--- src/rtl/hazard_ctrl.sv ---
// hazard_ctrl: stall/flush/freeze control for load-use, taken-branch and data-memory waits, with timeout watchdog.
// Optional HAZARD_STATS_EN enables saturating stall/flush/freeze event counters.
module hazard_ctrl #(
  parameter int TIMEOUT_CYCLES = 64,
  parameter int CNT_W = 16
) (
  input  logic             clk_i,
  input  logic             rst_n_i,
  input  logic [4:0]       ID_rs1_i,
  input  logic [4:0]       ID_rs2_i,
  input  logic             ID_use_rs2_i,
  input  logic [4:0]       EX_rd_i,
  input  logic             EX_memread_i,
  input  logic             branch_taken_i,
  input  logic             dmem_req_i,
  input  logic             dmem_ready_i,
  output logic             pc_write_o,
  output logic             IFID_write_o,
  output logic             stall_select_o,
  output logic             flush_select_o,
  output logic             freeze_o,
  output logic             err_timeout_o,
  output logic [CNT_W-1:0] stall_cnt_o,
  output logic [CNT_W-1:0] flush_cnt_o,
  output logic [CNT_W-1:0] freeze_cnt_o
);
  localparam logic [0:0] RUN = 1'b0;
  localparam logic [0:0] MEMWAIT = 1'b1;
  localparam logic [15:0] TO = 16'(TIMEOUT_CYCLES);
  localparam logic [15:0] TO_M1 = 16'(TIMEOUT_CYCLES - 1);
  logic [0:0] state;
  logic [15:0] wait_cnt;
  logic lu, mw, frz, lu_run, br_run;
  always_comb begin
    lu = EX_memread_i & (EX_rd_i != 5'd0) &
         ((EX_rd_i == ID_rs1_i) | (ID_use_rs2_i & (EX_rd_i == ID_rs2_i)));
    mw = dmem_req_i & ~dmem_ready_i;
    frz = (state == MEMWAIT) | mw;
    lu_run = ~frz & lu;
    br_run = ~frz & ~lu & branch_taken_i;
  end
  // Reset forces a bubble and a flush so nothing half-formed leaves IF/ID.
  assign freeze_o = rst_n_i & frz;
  assign pc_write_o = rst_n_i & ~frz & ~lu;
  assign IFID_write_o = rst_n_i & ~frz & ~lu;
  assign stall_select_o = ~rst_n_i | lu_run;
  assign flush_select_o = ~rst_n_i | br_run;
  always_ff @(posedge clk_i or negedge rst_n_i) begin
    if (!rst_n_i) begin
      state <= RUN;
      wait_cnt <= '0;
      err_timeout_o <= 1'b0;
    end else if (state == RUN) begin
      if (mw) begin
        state <= MEMWAIT;
        wait_cnt <= 16'd1;
      end
    end else if (dmem_ready_i) begin
      state <= RUN;
      wait_cnt <= '0;
    end else begin
      if (wait_cnt < TO) wait_cnt <= wait_cnt + 16'd1;
      if (wait_cnt >= TO_M1) err_timeout_o <= 1'b1;
    end
  end
`ifdef HAZARD_STATS_EN
  always_ff @(posedge clk_i or negedge rst_n_i) begin
    if (!rst_n_i) begin
      stall_cnt_o <= '0;
      flush_cnt_o <= '0;
      freeze_cnt_o <= '0;
    end else begin
      if (lu_run && stall_cnt_o != '1) stall_cnt_o <= stall_cnt_o + CNT_W'(1);
      if (br_run && flush_cnt_o != '1) flush_cnt_o <= flush_cnt_o + CNT_W'(1);
      if (frz && freeze_cnt_o != '1) freeze_cnt_o <= freeze_cnt_o + CNT_W'(1);
    end
  end
`else
  assign stall_cnt_o = '0;
  assign flush_cnt_o = '0;
  assign freeze_cnt_o = '0;
`endif
endmodule

--- config.mk ---
export PLATFORM = sky130hd
export DESIGN_NAME = hazard_ctrl
export DESIGN_NICKNAME = d
export VERILOG_FILES = /design/src/rtl/hazard_ctrl.sv
export SDC_FILE = /design/constraint.sdc
export NUM_CORES = 1
export LEC_CHECK = 0
export CAP_MARGIN = 30
export CORE_UTILIZATION = 37
export CTS_CLUSTER_DIAMETER = 50
export CTS_CLUSTER_SIZE = 20
export DETAILED_ROUTE_END_ITERATION = 8
export GPL_TIMING_DRIVEN = 0
export HOLD_SLACK_MARGIN = 0.15
export PLACE_DENSITY = 0.77
export SKIP_CTS_REPAIR_TIMING = 1
export SYNTH_ARGS = -nofsm -noshare
export SYNTH_HDL_FRONTEND = slang
export SYNTH_SLANG_ARGS = --single-unit
--- constraint.sdc ---
create_clock -name clk_i -period 1.9 [get_ports clk_i]
set_input_delay 0.285 -clock clk_i [delete_from_list [all_inputs] [get_ports clk_i]]
set_output_delay 0.285 -clock clk_i [all_outputs]
set_load 0.02 [all_outputs]
; Yosys cells after proc, flatten, opt, wreduce, memory -nomap -nowiden
; Cells that the tools add are included.
[word_totals]
regBits = 18
in_bits = 22
out_inout_bits = 54
word_cells = 38
[op_classes]
n_addsub = 1
n_lt_le_gt_ge = 2
n_eq_ne = 3
muxes = 7
n_bitwise = 18
reduce_logical = 4
[ops]
columns = cell, n
row1 = 16-bit two-way mux, 4
row2 = "16-bit by 1-bit adder with 16-bit output, second input constant", 1
row3 = "16-bit by 6-bit >= comparator with 1-bit output, second input constant", 1
row4 = "16-bit by 7-bit < comparator with 1-bit output, second input constant", 1
row5 = 1-bit AND, 10
row6 = 5-bit == test, 2
row7 = 5-bit nonzero test, 1
row8 = 1-bit NOT, 4
row9 = 1-bit OR, 4
row10 = 1-bit two-way mux, 3
row11 = "3-bit by 2-bit inequality test with 1-bit output, second input constant", 1
row12 = 3-bit AND reduction, 1
row13 = 2-bit AND reduction, 1
row14 = 2-bit nonzero test, 1

; Depth between registers and ports, before layout
[logic_depth]
depth_word = 8
mapped_depth = 5
depth_no_buf = 4

; Worst setup path after synthesis
; OpenSTA, ideal clock, no wires.
[synth_path]
path_kind = input-to-output
start = input port EX_rd_i[1]
end = output port pc_write_o
arrival_ps = 1610
t_required_ps = 1615
slack_ps = 5
path_stages = 4
n_path_buf = 1
path_cell_list = or4_1 -> o21a_1 -> a21oi_1 -> buf_4
[synth_between]
elab_chain_cells = 6
[synth_lines]
columns = item, line_no
row1 = start: declaration, 12  ; input logic [4:0] EX_rd_i,
row2 = 5-bit == test, 36  ; ((EX_rd_i == ID_rs1_i) | (ID_use_rs2_i & (EX_rd_i == ID_rs2_i)));
row3 = 1-bit AND, 36
row4 = 1-bit OR, 36
row5 = 1-bit AND (*), 35  ; lu = EX_memread_i & (EX_rd_i != 5'd0) &
row6 = 1-bit NOT (*), -
row7 = 1-bit AND (*), -
row8 = end: declaration, 17  ; output logic pc_write_o,
; Every way passes the cells marked *; elsewhere a longest branch is shown, timed or not.

; Worst setup path in the final report
[layout_path]
start = input port ID_rs2_i[4]
end = output port pc_write_o
[layout_between]
elab_chain_cells = 6
[layout_lines]
columns = item, line_no
row1 = start: declaration, 10  ; input logic [4:0] ID_rs2_i,
row2 = 5-bit == test, 36
row3 = 1-bit AND, 36
row4 = 1-bit OR, 36
row5 = 1-bit AND, 35
row6 = 1-bit NOT, 44  ; assign pc_write_o = rst_n_i & ~frz & ~lu;
row7 = 1-bit AND, 44
; No other way between the ends.

==> metrics.cfg <==
[worst_setup_path]
cp-start-kind=primary input
cp_top_family=buffers and inverters
worstPathMaxFanout=3
cp_slowest_stage_delay_ns=0.48
cp.depth=7
rr_endpoint=wait_cnt[5]$_DFFE_PN0P_
cp_cell_sequence=clkdlybuf4s50_1 -> xnor2_1 -> nand4_1 -> o22ai_4 -> a21oi_2 -> buf_4 -> buf_6
cp.arrival_ns=1.55
crit_path_end_kind=output port
reg2regPathDepth=5
worstSetupPathType=primary input to output port
crit_buf_inv=3
regToRegSetupSlack_ns=0.22
worstPathRequired_ns=1.62
reg2reg_from=wait_cnt[10]$_DFFE_PN0P_
crit_slowest_cell=clkdlybuf4s50_1

[floorplan]
num_io_pins=76
fp.dieH_um=61.7
fp-row-count=21
die_width_um=61.7
start_util_pct=39.2
core_um2=3360
die_area_um2=3810

[synthesis]
yosysSeqAreaShare_pct=34.2
synth_seq_cells=18
synth_cell_types=33
yosysWarnings=0
synth_edf_count=0
synth_area_um2=1320
async_flop_share_pct=100
synth.avg_cell_area_um2=9.09
syn_inst=145
synth_flop_cell=dfrtp_1

[timing]
worst_pin_slew_ns=0.784
max_freq_mhz=545
finalMaxSlewViolations=0
maxSlewHeadroom_pct=47.5
final_hold_viol_count=0
min_period_over_period_pct=96.6
finalSetupViolations=0
finClkSkew_ns=0.00110
min_period_ns=1.84

[finish]
stdcell_count=269
design_area_um2=1920
nFillCells=315
areaGrowthSynthToFinish_pct=45.4
fin_nets=247
drive_gt1_share_pct=35.4
antenna_cells=0

[worst_hold_path]
min_path_type=primary input to flip-flop
hold_depth=2
min_from=dmem_ready_i
worstHoldEndpoint=state$_DFF_PN0_

[drt]
avgRoutedWirePerCell_um=9.04
routed_wl_mm=2.43
post_drt_via_cell_ratio=3.87
drt_iter0_markers=9
drc_errors=0
vias=1041
firstDrtPassIters=4
ant_nets=0

[placement]
place_hpwl_mm=1.98
gp_congestion=0.727
placed_area_um2=1820
port_buffers=27
dp.cells=265

[pwr]
combPwrFrac_pct=34.4
power.share.sequential_pct=41.5
switching_power_w=0.000311
ir_worst_vdd_mv=0.423
swShare_pct=31.8
p_int_w=0.000666
power.leakage_nw=1.08
p_clk_share_pct=24.1
cellPowerDensity_nw_per_um2=509

[global_routing]
grt_max_degree=22
grt_overflow=0
antenna_found_initial=0
grt_pass1_vias=870
grt_pass1_wl_mm=3.51
track_usage_pct=12.5

[cts]
numCtsBuffers=3
htreeDepth=1
cts_tree=done
path_clk_slew_ns=0.10
clockRootBuffer=clkbuf_4
clk-insertion-delay-late_ns=0.29
cts_max_path_buffers=2
numClockSinks=18

[status]
status=finished, final reports clean

[job]
drv_cap=0

state kept, by name, indices dropped and copies added (netlist names):
name           cells
wait_cnt          16
err_timeout_o      1
state              1
Yosys cell counts (2+ instances only):
cell type,count,area [um^2]
nand3_1,3,15.0
nor2_1,5,18.8
a31o_2,2,17.5
nand2_1,6,22.5
xnor2_1,10,87.6
a21oi_1,6,30.0
and2_1,8,50.1
buf_4,49,368
and3_2,2,15.0
inv_1,3,11.3
nor3_1,2,10.0
or3_1,2,12.5
o21ai_0,5,25.0
o21a_1,4,30.0
clkbuf_1,2,7.51
nor4_2,2,25.0
dfrtp_1,18,450
final cells by class:
| cell class | instances | area (um^2) | area share (%) |
|---|---|---|---|
| Buffer | 51 | 377 | 19.6 |
| Clock buffer | 4 | 36.3 | 1.89 |
| Inverter | 3 | 11.3 | 0.587 |
| Multi-Input combinational cell | 119 | 713 | 37.2 |
| Sequential cell | 18 | 450 | 23.5 |
| Tap cell | 46 | 57.6 | 3.00 |
| Timing Repair Buffer | 28 | 273 | 14.2 |
through the flow:
step                power, W  hold WS, ns  setup TNS [ns]  worst slack (ns)  util [%]
floorplan           0.000646      -0.0106               0           0.00540         -
global placement    0.000733        0.459           -3.71            -0.801      54.2
detailed placement  0.000736        0.459           -3.83            -0.823      54.2
CTS                 0.000974        0.488           -3.81            -0.825      55.3
global route         0.00104        0.387         -0.0371           -0.0191      57.0
finish              0.000977        0.368               0            0.0647      57.0
layer usage:
| metal | GRT usage (%) | up-vias | part of all wire [%] |
|---|---|---|---|
| li1 | - | 545 | - |
| met1 | 15.7 | 447 | 40 |
| met2 | 20.6 | 42 | 51 |
| met3 | 2.07 | 7 | 5.6 |
| met4 | 6.67 | 0 | 2.9 |
| met5 | 0 | - | 0 |
how the worst max path moves through the flow:
stage,startpoint,endpoint
after floorplan,EX_rd_i[1],pc_write_o
after global placement,EX_rd_i[1],pc_write_o
after detailed placement,EX_rd_i[1],pc_write_o
after CTS,EX_rd_i[1],pc_write_o
after global routing,ID_rs2_i[4],stall_select_o
final,ID_rs2_i[4],pc_write_o
cells by family (layout without fill, tap and decap cells):
logic type	count (synthesis)	count (layout)	synth area share, %
AO/OA/AOI/OAI	22	22	10.7
AND/OR/NAND/NOR	37	37	16.7
other	1	48	0.284
adder cells (fa/ha/maj)	1	1	0.949
XOR/XNOR	10	10	6.64
buffers and inverters	55	86	29.7
multiplexers	1	1	0.854
flip-flops	18	18	34.2
worst register-to-register path: stages (launching register included):
cell and delay, ns:
dfrtp_1 0.40, nor4_2 0.34, o2111ai_1 0.19, buf_2 0.21, or3_1 0.35, a21oi_1 0.14
placed cells by master, fill, tap and decap left out, types with 2 or more instances in the layout:
cell and instances:
a21oi_1 5, a31o_2 2, and2_1 8, and3_2 2, buf_4 50, buf_6 2, clkbuf_2 5, clkbuf_4 3
clkdlybuf4s50_1 12, conb_1 48, dfrtp_1 18, dlymetal6s2s_1 7, inv_1 3, nand2_1 6, nand3_1 2, nor2_1 4
nor3_1 2, nor4_2 2, o21a_1 4, o21ai_0 5, or3_1 2, xnor2_1 7, xnor2_2 3
power groups by stage:
| stage | sequential (W) | clock, W | combinational (W) |
|---|---|---|---|
| 2_1_floorplan | 0.000407 | 0 | 0.000239 |
| 3_3_place_gp | 0.000409 | 0 | 0.000324 |
| 3_5_place_dp | 0.000409 | 0 | 0.000327 |
| 4_1_cts | 0.000402 | 0.000245 | 0.000327 |
| 5_1_grt | 0.000408 | 0.000258 | 0.000374 |
| 6_report | 0.000406 | 0.000235 | 0.000336 |
Power figures use the tool's default switching activity.
